--- src/rtl/vga_timing_controller.sv ---
// VGA raster timing generator: pixel-rate clock enable, h/v counters and
// registered sync/visible flags that update on the same edge as the counts.
module vga_timing_controller #(
  parameter int unsigned CLK_DIV     = 4,
  parameter int unsigned H_TOTAL     = 800,
  parameter int unsigned H_SYNC      = 96,
  parameter int unsigned H_VIS_START = 144,
  parameter int unsigned H_VIS_END   = 783,
  parameter int unsigned V_TOTAL     = 525,
  parameter int unsigned V_SYNC      = 2,
  parameter int unsigned V_VIS_START = 35,
  parameter int unsigned V_VIS_END   = 514
) (
  input  logic       clk,
  input  logic       reset,
  output logic [9:0] hCount,
  output logic [9:0] vCount,
  output logic       hSync,
  output logic       vSync,
  output logic       bright,
  output logic       pix_en,
  output logic       frame_tick
);

  localparam int unsigned DivW = (CLK_DIV > 1) ? $clog2(CLK_DIV) : 1;
  localparam logic [DivW-1:0] DivLast = DivW'(CLK_DIV - 1);
  localparam logic [9:0] HLast     = 10'(H_TOTAL - 1);
  localparam logic [9:0] VLast     = 10'(V_TOTAL - 1);
  localparam logic [9:0] HSyncW    = 10'(H_SYNC);
  localparam logic [9:0] VSyncW    = 10'(V_SYNC);
  localparam logic [9:0] HVisStart = 10'(H_VIS_START);
  localparam logic [9:0] HVisEnd   = 10'(H_VIS_END);
  localparam logic [9:0] VVisStart = 10'(V_VIS_START);
  localparam logic [9:0] VVisEnd   = 10'(V_VIS_END);

  logic [DivW-1:0] div_cnt, div_d;
  logic [9:0]      hcount_d, vcount_d;
  logic            hsync_d, vsync_d, bright_d, frame_tick_d;

  // Gated by reset so a CLK_DIV=1 instance still reads 0 while held in reset.
  assign pix_en = !reset && (div_cnt == DivLast);

  always_comb begin
    div_d    = (div_cnt == DivLast) ? '0 : div_cnt + 1'b1;
    hcount_d = hCount;
    vcount_d = vCount;
    if (pix_en) begin
      if (hCount == HLast) begin
        hcount_d = '0;
        vcount_d = (vCount == VLast) ? '0 : vCount + 10'd1;
      end else begin
        hcount_d = hCount + 10'd1;
      end
    end
  end

  // Derived flags come from next-state counts so they align with the counters.
  always_comb begin
    hsync_d      = !(hcount_d < HSyncW);
    vsync_d      = !(vcount_d < VSyncW);
    bright_d     = (hcount_d >= HVisStart) && (hcount_d <= HVisEnd) &&
                   (vcount_d >= VVisStart) && (vcount_d <= VVisEnd);
    frame_tick_d = pix_en && (hCount == HLast) && (vCount == VLast);
  end

  always_ff @(posedge clk or posedge reset) begin
    if (reset) begin
      div_cnt    <= '0;
      hCount     <= '0;
      vCount     <= '0;
      hSync      <= 1'b0;
      vSync      <= 1'b0;
      bright     <= 1'b0;
      frame_tick <= 1'b0;
    end else begin
      div_cnt    <= div_d;
      hCount     <= hcount_d;
      vCount     <= vcount_d;
      hSync      <= hsync_d;
      vSync      <= vsync_d;
      bright     <= bright_d;
      frame_tick <= frame_tick_d;
    end
  end

endmodule

--- config.mk ---
export PLATFORM = sky130hd
export DESIGN_NAME = vga_timing_controller
export DESIGN_NICKNAME = d
export VERILOG_FILES = /design/src/rtl/vga_timing_controller.sv
export SDC_FILE = /design/constraint.sdc
export NUM_CORES = 1
export LEC_CHECK = 0
export CORE_MARGIN = 2
export CORE_UTILIZATION = 47
export DETAILED_ROUTE_END_ITERATION = 10
export GPL_ROUTABILITY_DRIVEN = 1
export PLACE_DENSITY = 0.82
export REMOVE_ABC_BUFFERS = 1
export SYNTH_ARGS = -nofsm -noshare
export SYNTH_HDL_FRONTEND = slang
export SYNTH_SLANG_ARGS = --single-unit
--- constraint.sdc ---
create_clock -name clk -period 3.85 [get_ports clk]
set_input_delay 0.5775 -clock clk [delete_from_list [all_inputs] [get_ports clk]]
set_output_delay 0.5775 -clock clk [all_outputs]
set_load 0.05 [all_outputs]
# After elaboration in Yosys (flattened, before gate mapping)
# Index checks and enable logic that the tools add are counted.
# word_totals
register_bits	26
in_bits	2
output_inout_bits	25
elab_cells	34
# classes
addsub	3
n_lt_le_gt_ge	6
n_eq_ne	3
n_mux	6
reduce_logical	9
# ops
cell	n
10-bit two-way mux	5
10-bit by 1-bit adder with 10-bit output (second input constant)	2
10-bit == test (second input constant)	2
10-bit <= comparator (second input constant)	2
10-bit by 6-bit greater-or-equal comparator with 1-bit output (second input constant)	1
10-bit by 8-bit greater-or-equal comparator with 1-bit output (second input constant)	1
10-bit by 2-bit < comparator with 1-bit output (second input constant)	1
10-bit by 7-bit < comparator with 1-bit output (second input constant)	1
1-bit logical AND	6
1-bit logical NOT	3
2-bit by 1-bit adder with 2-bit output (second input constant)	1
2-bit == test (second input constant)	1
2-bit two-way mux	1

# Longest topological paths before layout
# Gate-level depths: netlist (run 1).
# depth
word_depth	7
depth_mapped	10
ltp_nobuf	9

# Worst setup path after synthesis (run 1)
# No wires, ideal clock.
# synth_timing
path_kind	register to register
startpoint	reg hCount[0]
endpoint	reg bright
setup_time_ns	0.094
arrival_time_ns	2.368
required_ns	3.756
path_slack_ns	1.388
path_stages_with_launch	9
n_path_buf	0
synth_period_minus_slack_ns	2.462
cell_sequence	dfrtp_1 -> ha_1 -> and4_4 -> and4_4 -> nand3_2 -> xnor2_2 -> nor3_1 -> nand4b_1 -> a221oi_2
# synth_between
word_cells_on_any_way	13
classes_between	add/sub (1); order compare (4); eq/ne (1); mux (4); reduce/logical (3)
# synth_lines
item	line_no	source
start, declared	16	output logic [9:0] hCount,
start signal, assigned	77	hCount <= hcount_d;
10-bit == test *	48	if (hCount == HLast) begin
10-bit two-way mux *	48	
10-bit two-way mux *	47	if (pix_en) begin
named net vcount_d[6]	37	logic [9:0] hcount_d, vcount_d;
10-bit by 6-bit greater-or-equal comparator with 1-bit output	62	(vcount_d >= VVisStart) && (vcount_d <= VVisEnd);
1-bit logical AND	61	bright_d = (hcount_d >= HVisStart) && (hcount_d <= HVisEnd) &&
1-bit logical AND *	62	
named net bright_d	38	logic hsync_d, vsync_d, bright_d, frame_tick_d;
end signal, assigned	81	bright <= bright_d;
end, declared	20	output logic bright,
# The timed path passes the listed nets; every way through them passes the cells marked *.

# Final worst setup path (run 1)
# layout_timing
startpoint	in reset
endpoint	out pix_en
# layout_between
elab_chain_cells	2
# layout_lines
item	line_no	source
start, declared	15	input logic reset,
1-bit logical NOT (no line)	n/a	
1-bit logical AND	41	assign pix_en = !reset && (div_cnt == DivLast);
end, declared	21	output logic pix_en,
# Every way passes these cells.

==> flow_summary.toml, run 1 <==
[layout]
fin_util = 0.587
nFillCells = 248
area_growth_pct = 21.8
antennaDiodeCount = 0
share_of_layout_cells_above_drive_strength_1 = 0.118
finalNetCount = 168

[yosys]
synth_enable_flop_cells = 0
synth_xor_xnor_area_share = 0.0847
synthesis.area_per_instance_um2 = 10.9
synth_top_area_share = 0.449
synthAdderAreaFrac = 0.0346
combinational_family_with_the_most_area_after_synthesis = "simple AND/OR/NAND/NOR gates"
fraction_of_the_mapped_netlist_area_in_compound_gates = 0.110
synth.ff_latch_count = 26
ys.flop_type = "dfrtp_1"
yosys_warnings = 0
synth_simple_gate_area_share = 0.271
synth_mux_area_frac = 0.00691
netlist_instances = 133
synthesis.area_um2 = 1450
asyncSetResetFlopFracSynth = 1.00
ys_top_cells_by_area = "dfrtp_1 (45%), ha_1 (3.5%), nand2_1 (3.4%), xor2_1 (3.0%), inv_1 (2.9%)"
synth.yosys.seq_area_share = 0.449
synth_cell_type_count = 43
synth_top_area_cell = "dfrtp_1"

[detailed_routing]
via_per_inst = 5.86
drt-wirelength-per-cell_um = 15.7
dr_wl_met2_um = 1540
detailroute.wirelength.met3_um = 131
wl_met1_um = 1340
drtPass1Iterations = 4
postRouteWirelength_um = 3040
drt-initial-drc-count = 45
route.vias.total = 1137
drt_drc_violations_left = 0
antenna_violating_nets_post_route = 0
topRoutingLayerUsed = "met4"

[placement]
number_of_input_and_output_port_buffers_inserted = 26
dp_slack_ps = 1000
place.gp.congestion = 0.814
hpwlAfterDp_um = 2260

[power_and_ir_drop]
total_leakage_power_nw = 0.796
power.share.clock = 0.229
p_comb_frac = 0.236
power_frac_seq = 0.536
switchingPower_uw = 204
power.internal_uw = 394
cellPowerDensity_nw_per_um2 = 339
switching_share = 0.341
max-vdd-ir-drop_uv = 250

[timing]
rsz0062_at_grt = "false"
final.period_utilization = 0.728
finalSetupViolations = 0
setup_tns_ps = 0
timing.final.max_slew_violations = 0
max_freq_ghz = 0.357
period_minus_slack_ps = 2800
least_margin_pin_slew_ps = 962
hold_viol_final = 0
post-route-worst-setup-slack_ps = 1050
slew_headroom = 0.358
clock_skew_ps = 2.79

[worst_setup_path]
critical_path.max_fanout = 5
worst_ep_required_time_ps = 3270
worst_setup_path_end_kind = "primary output"
worst-setup-path-type = "in2out"
critical_path_arrival_ps = 2220
worstSetupStartpointType = "primary input"

[global_route]
grt_pass1_wl_um = 5210
grtUsageTotal = 0.194
antenna_found_initial = 0
largest_net_degree_at_the_start_of_global_routing = 27
first_global_vias = 1105
grt_remaining_overflow = 0

[run]
maxCapViolCount = 0

[floorplan]
die_footprint_um2 = 3540
chipHeight_um = 59.5
floorplan.die.width_um = 59.5
io_pins = 27
fp.coreArea_um2 = 3000
initial_core_util = 0.482
placementRows = 20

[clock_network]
tritoncts = "done"
clk_root_buffer_cell = "clkbuf_4"
htree_num_levels = 1
cts_buffer_depth = 2
postCtsResizedCells = 0
post_cts.repair.setup_buffers = 0
clk-insertion-delay-late_ps = 310
cts.sink_count = 26
cts-buffers-inserted = 3
cts_hold_repair_buffers = 0
clk_pin_slew_worst_paths_ps = 140

[hold_path]
hold_class = "reg2reg"

[outcome]
outcome = "complete, no violations"
[kinds of logic after synthesis]
kind of cell,after synthesis
multiplexers,1
AO/OA/AOI/OAI,20
flip-flops,26
AND/OR/NAND/NOR,58
XOR/XNOR,11
adder cells (fa/ha/maj),4
buffers and inverters,13
[worst max-delay path: stages]
cell and delay [ps]:
clkdlybuf4s50_1 430, nand2b_1 230, inv_1 160, clkdlybuf4s50_1 820
[metrics by stage]
step / hold WS [ps] / instance area, um^2 / std cells / total power [mW]
after floorplan: 403 / 1430 / 131 / 0.412
after global placement: 414 / 1730 / 190 / 0.460
after detailed placement: 430 / 1730 / 190 / 0.464
after CTS: 455 / 1760 / 194 / 0.603
after global routing: 482 / 1760 / 194 / 0.628
final: 454 / 1760 / 194 / 0.598
[flip-flops by register name, summed over array words and instances, names as in the netlist]
register / cells
frame_tick: 1
bright: 1
vSync: 1
div_cnt: 2
hSync: 1
hCount: 10
vCount: 10
[routing by layer]
layer  GRT usage  up-vias
li1            -      536
met1       0.261      557
met5           0        -
met3      0.0218        6
met4      0.0508        0
met2       0.331       38
[final cells by class]
| type | instances | area (um^2) | share of cell area |
|---|---|---|---|
| tap | 33 | 41.3 | 0.0234 |
| clock buffer | 4 | 36.3 | 0.0206 |
| timing repair buffer | 26 | 260 | 0.148 |
| sequential | 26 | 651 | 0.369 |
| inverter | 11 | 41.3 | 0.0234 |
| multi-input combinational | 94 | 733 | 0.416 |
[synthesized netlist by cell type (2+ instances only)]
library cell / n
nand4_1: 4
o21ai_1: 2
nand3_1: 5
dfrtp_1: 26
nand3_4: 2
xor2_1: 5
xnor2_1: 4
o21ai_0: 2
ha_1: 4
nor2_1: 9
and4_4: 2
and3_1: 6
nand3b_1: 2
nand2_1: 13
o22ai_1: 2
a31oi_1: 3
nor3_1: 3
a21o_1: 3
inv_1: 11
buf_6: 2
[layout by cell type (no fill, tap or decap), drive strengths merged, types with 2 or more instances in the layout]
cell type	netlist	final
and3	6	6
nand3	8	8
nand2	13	13
nand4	4	4
inv	11	11
o22ai	2	2
clkbuf	0	4
xor2	5	5
and4	4	4
clkdlybuf4s50	0	26
xnor2	6	6
nand3b	2	2
nor2	9	9
nand4b	2	2
nor3	4	4
a31oi	3	3
a21o	3	3
o31ai	2	2
dfrtp	26	26
o21ai	4	4
ha	4	4
[path summary, 6_finish.rpt]
| check | startpoint | end | slack [ps] | depth (start not counted) |
|---|---|---|---|---|
| hold / removal | div_cnt[0]$_DFF_PP0_ | div_cnt[0]$_DFF_PP0_ | 450 | 1 |
| max in group asynchronous | reset | hCount[9]$_DFF_PP0_ | 2450 | 2 |
| hold reg to reg | div_cnt[0]$_DFF_PP0_ | div_cnt[0]$_DFF_PP0_ | 450 | 1 |
| min in group asynchronous | reset | hCount[4]$_DFF_PP0_ | 820 | 2 |
| setup / recovery | reset | pix_en | 1050 | 4 |
| setup reg to reg | hCount[0]$_DFF_PP0_ | bright$_DFF_PP0_ | 1410 | 8 |
[power by group through the flow]
stage	combinational, mW	clock, mW	sequential [mW]
2_1_floorplan	0.0332	0	0.378
3_3_place_gp	0.138	0	0.322
3_5_place_dp	0.141	0	0.323
4_1_cts	0.142	0.142	0.319
5_1_grt	0.150	0.155	0.323
6_report	0.141	0.137	0.320
Power figures use the tool's default switching activity.
==> inputs of run 2 (changes only) <==
--- a/config.mk
+++ b/config.mk
@@ -6,10 +6,10 @@
 export NUM_CORES = 1
 export LEC_CHECK = 0
 export CORE_MARGIN = 2
-export CORE_UTILIZATION = 47
+export CORE_UTILIZATION = 46
 export DETAILED_ROUTE_END_ITERATION = 10
 export GPL_ROUTABILITY_DRIVEN = 1
-export PLACE_DENSITY = 0.82
+export PLACE_DENSITY = 0.84
 export REMOVE_ABC_BUFFERS = 1
 export SYNTH_ARGS = -nofsm -noshare
 export SYNTH_HDL_FRONTEND = slang
==> constraint.sdc (replaced) <==
create_clock -name clk -period 2.34 [get_ports clk]
set_input_delay 0.351 -clock clk [delete_from_list [all_inputs] [get_ports clk]]
set_output_delay 0.351 -clock clk [all_outputs]
set_load 0.05 [all_outputs]
==> run 2 against run 1 <==
Net effect:
- setup slack lost 890 ps
- hold slack got worse by 14 ps
- via count grew 3.6%
- critical path depth is 5 higher
- non-clock buffer count rose by 14
==> flow_summary.toml, run 2 (synthesis gave the netlist of run 1 again) <==
[detailed_routing]
drt_drc_violations_left = 0
antenna_violating_nets_post_route = 0
drtPass1Iterations = 4
drt-wirelength-per-cell_um = 14.9
postRouteWirelength_um = 3250
drt-initial-drc-count = 30
via_per_inst = 5.40
route.vias.total = 1178

[floorplan]
chipHeight_um = 60.1
io_pins = 27
initial_core_util = 0.478
die_footprint_um2 = 3610
floorplan.die.width_um = 60.1
placementRows = 20
fp.coreArea_um2 = 3030

[global_route]
largest_net_degree_at_the_start_of_global_routing = 15
antenna_found_initial = 0
first_global_vias = 1168
grt_remaining_overflow = 0
grt_pass1_wl_um = 5420
grtUsageTotal = 0.202

[clock_network]
clk_pin_slew_worst_paths_ps = 140
cts_hold_repair_buffers = 0
htree_num_levels = 1
cts-buffers-inserted = 3
tritoncts = "done"
clk_root_buffer_cell = "clkbuf_4"
cts_buffer_depth = 2
cts.sink_count = 26
post_cts.repair.setup_buffers = 0
clk-insertion-delay-late_ps = 320
postCtsResizedCells = 0

[layout]
nFillCells = 263
area_growth_pct = 31.4
share_of_layout_cells_above_drive_strength_1 = 0.213
finalNetCount = 182
final_cell_mix = "dfrtp_1 (25), clkdlybuf4s50_1 (25), nand2_1 (13), buf_4 (13), inv_1 (11)"
antennaDiodeCount = 0
stdcell_area_um2 = 1900
top_regs = "hCount (10), vCount (10), div_cnt (2)"

[power_and_ir_drop]
cellPowerDensity_nw_per_um2 = 500
total_leakage_power_nw = 0.867
max-vdd-ir-drop_uv = 476

[timing]
final.period_utilization = 0.934
setup_tns_ps = 0
slew_headroom = 0.628
post-route-worst-setup-slack_ps = 154
finalSetupViolations = 0
hold_viol_final = 0
period_minus_slack_ps = 2190
clock_skew_ps = 8.66
rsz0062_at_grt = "false"
max_freq_ghz = 0.457
timing.final.max_slew_violations = 0
least_margin_pin_slew_ps = 558

[worst_setup_path]
worst-setup-path-type = "reg2reg"
critical_path.max_fanout = 5
worst_ep_required_time_ps = 2570
critical_path_arrival_ps = 2420
worst_setup_path_end_kind = "flop"
worstSetupStartpointType = "flop"

[placement]
hpwlAfterDp_um = 2500
placed_inst_area_um2 = 1870
number_of_input_and_output_port_buffers_inserted = 26
place.gp.congestion = 0.887
dp_slack_ps = -158

[hold_path]
hold_class = "reg2reg"

[outcome]
outcome = "complete, no violations"

[run]
maxCapViolCount = 0
-- run 2: cell type report --
type                    instances  area [um^2]  share of cell area
inverters                      11         41.3              0.0217
flip-flops and latches         26          652               0.343
repair buffers                 40          388               0.204
multi-input cells              94          743               0.391
clock buffers                   3         22.5              0.0118
well taps                      44         55.1              0.0289
-- run 2: metrics by stage --
stage / std cells / power, mW / hold slack [ps] / utilization
CTS: 218 / 0.951 / 441 / 0.624
global placement: 215 / 0.767 / 414 / 0.617
finish: 218 / 0.951 / 440 / 0.628
floorplan: 131 / 0.677 / 391 / -
global route: 218 / 0.989 / 449 / 0.628
detailed placement: 215 / 0.770 / 421 / 0.617
-- run 2: final timing paths --
path	from	endpoint	cells after the start	slack [ps]
max	div_cnt[0]$_DFF_PP0_	bright$_DFF_PP0_	9	150
min	div_cnt[0]$_DFF_PP0_	div_cnt[0]$_DFF_PP0_	1	440
max reg2reg	div_cnt[0]$_DFF_PP0_	bright$_DFF_PP0_	9	150
min reg2reg	div_cnt[0]$_DFF_PP0_	div_cnt[0]$_DFF_PP0_	1	440
max in group asynchronous	reset	vCount[0]$_DFF_PP0_	4	1330
min in group asynchronous	reset	hCount[2]$_DFF_PP0_	3	530
-- run 2: metal layers --
layer | vias up | GRT usage | share of wire
li1 | 570 | - | -
met3 | 4 | 0.0260 | 0.036
met1 | 573 | 0.254 | 0.44
met4 | 0 | 0.0571 | 0.0083
met2 | 31 | 0.359 | 0.51
met5 | - | 0 | 0
-- run 2: critical path: stages, from the launching register on --
cell      delay, ps
dfrtp_1         380
ha_1            190
and4b_1         320
and4_4          290
nand2_1          70
xnor2_1         240
nor3_2           80
buf_4           140
a21o_1          160
a221oi_2        220
-- run 2: report_power, final --
part	internal [mW]	switching [mW]
combinational	0.0826	0.158
clock	0.0603	0.127
sequential	0.477	0.0460
total	0.620	0.330
==> inputs of run 3 (changes only) <==
--- a/config.mk
+++ b/config.mk
@@ -5,11 +5,12 @@
 export SDC_FILE = /design/constraint.sdc
 export NUM_CORES = 1
 export LEC_CHECK = 0
+export CORE_ASPECT_RATIO = 0.7
 export CORE_MARGIN = 2
-export CORE_UTILIZATION = 46
+export CORE_UTILIZATION = 35
 export DETAILED_ROUTE_END_ITERATION = 10
-export GPL_ROUTABILITY_DRIVEN = 1
-export PLACE_DENSITY = 0.84
+export GPL_ROUTABILITY_DRIVEN = 0
+export PLACE_DENSITY = 0.68
 export REMOVE_ABC_BUFFERS = 1
 export SYNTH_ARGS = -nofsm -noshare
 export SYNTH_HDL_FRONTEND = slang
==> run 3 against run 2 <==
Net effect:
- final area is 4.8% higher
- hold slack worse by 170 ps
- non-clock buffer count rose by 7
- sequential share of layout area shrank 1.6 points
- first-iteration DRC count up 97%
- count of clock-buffer cells in the layout did not move
- die area increased by 29%
- flip-flop and latch count did not move
==> flow_summary.toml, run 3 (synthesis gave the netlist of run 1 again) <==
[outcome]
outcome = "complete, no violations"

[floorplan]
initial_core_util = 0.367
chipHeight_um = 57.8
io_pins = 27
floorplan.die.width_um = 80.9
fp.coreArea_um2 = 3950
placementRows = 19
die_footprint_um2 = 4680

[timing]
clock_skew_ps = 6.64
least_margin_pin_slew_ps = 499
max_freq_ghz = 0.452
timing.final.max_slew_violations = 0
period_minus_slack_ps = 2210
slew_headroom = 0.667
rsz0062_at_grt = "false"
setup_tns_ps = 0
final.period_utilization = 0.945
whs_ps = 270
hold_viol_final = 0
finalSetupViolations = 0
post-route-worst-setup-slack_ps = 128

[layout]
top_regs = "hCount (10), vCount (10), div_cnt (2)"
final_cell_mix = "dfrtp_1 (26), clkdlybuf4s50_1 (25), buf_4 (21)"
antennaDiodeCount = 0
mostFrequentLayoutCell = "dfrtp_1"
area_growth_pct = 37.7
finalNetCount = 189
share_of_layout_cells_above_drive_strength_1 = 0.231

[clock_network]
cts_buffer_depth = 2
cts_hold_repair_buffers = 0
clk_pin_slew_worst_paths_ps = 90
tritoncts = "done"
cts.sink_count = 26
post_cts.repair.setup_buffers = 0
cts-buffers-inserted = 3
clk-insertion-delay-late_ps = 270
clk_root_buffer_cell = "clkbuf_8"
htree_num_levels = 1
postCtsResizedCells = 0

[worst_setup_path]
cp_top_family = "simple AND/OR/NAND/NOR gates"
critical_path_arrival_ps = 2390
worstPathCellList = "nor3_4, and3_1, nand3b_1, nand4b_4, o21ai_1, a21o_1, a221oi_2"
rrSetupSlack_ps = 130
worstSetupStartpointType = "flop"
worst-path-buf-inv = 0
worst_setup_path_end_kind = "flop"
regToRegStartpoint = "hCount[6]$_DFF_PP0_"
timing.reg2reg.worst_path_depth = 7
worst-setup-path-type = "reg2reg"
worst_ep_required_time_ps = 2520
critical_path.max_stage_delay_ps = 480
crit_slowest_cell = "dfrtp_1"
r2r-end = "bright$_DFF_PP0_"
critical_path.max_fanout = 6

[power_and_ir_drop]
total_leakage_power_nw = 0.920
final_power_mw = 1.15
cellPowerDensity_nw_per_um2 = 578
max-vdd-ir-drop_uv = 451

[detailed_routing]
route.vias.total = 1196
drtPass1Iterations = 4
drt-wirelength-per-cell_um = 14.7
via_per_inst = 5.11
drt_drc_violations_left = 0
drt-initial-drc-count = 59
postRouteWirelength_um = 3450
antenna_violating_nets_post_route = 0

[hold_path]
hold_class = "in2async"

[global_route]
largest_net_degree_at_the_start_of_global_routing = 25
first_global_vias = 1158
grt_pass1_wl_um = 5640
grt_remaining_overflow = 0
antenna_found_initial = 0
grtUsageTotal = 0.157

[placement]
number_of_input_and_output_port_buffers_inserted = 26
dp_slack_ps = -124
hpwlAfterDp_um = 2750

[run]
maxCapViolCount = 0
[run 3: cell count changes in the layout (fill, tap and decap cells not counted), sizes merged]
| cell | delta |
|---|---|
| buf | +7 |
| bufinv | +1 |
[run 3: cell type report]
cell class                 count  area, um^2
sequential                    26         651
timing repair buffer          47         428
clock buffer                   3        41.3
inverter                      11        41.3
fill                         379        1950
tap                           52        65.1
clock inverter                 1        30.0
multi-input combinational     94         737
[run 3: worst register-to-register path, stage by stage, from the launching register on]
cell	delay (ps)
dfrtp_1	480
nor3_4	330
and3_1	380
nand3b_1	240
nand4b_4	180
o21ai_1	70
a21o_1	190
a221oi_2	260
[run 3: power breakdown]
part           internal [mW]  switching, mW  total, mW
Combinational         0.0948          0.179      0.274
Sequential             0.477         0.0265      0.504
Clock                  0.229          0.145      0.374
[run 3: per-layer routing]
metal / global-route usage / up-vias / share of wire
li1: - / 576 / -
met1: 0.224 / 601 / 0.49
met2: 0.246 / 17 / 0.47
met3: 0.0389 / 2 / 0.034
met4: 0.0291 / 0 / 0.0061
met5: 0 / - / 0
[run 3: per-stage QoR]
step | std cells | cell area [um^2] | utilization
detailed placement | 230 | 1920 | 0.486
global route | 234 | 1990 | 0.505
global placement | 230 | 1920 | 0.486
floorplan | 131 | 1430 | -
finish | 234 | 1990 | 0.505
CTS | 234 | 1990 | 0.504
[run 3: how the worst max path moves through the flow]
stage	start	slack, ps	endpoint	cells past startpoint
after global placement	reset	-40	bright$_DFF_PP0_	8
after floorplan	hCount[0]$_DFF_PP0_	-120	bright$_DFF_PP0_	8
after CTS	vCount[1]$_DFF_PP0_	100	bright$_DFF_PP0_	8
after detailed placement	reset	-120	bright$_DFF_PP0_	8
after global routing	hCount[6]$_DFF_PP0_	3	bright$_DFF_PP0_	7
final	hCount[6]$_DFF_PP0_	130	bright$_DFF_PP0_	7
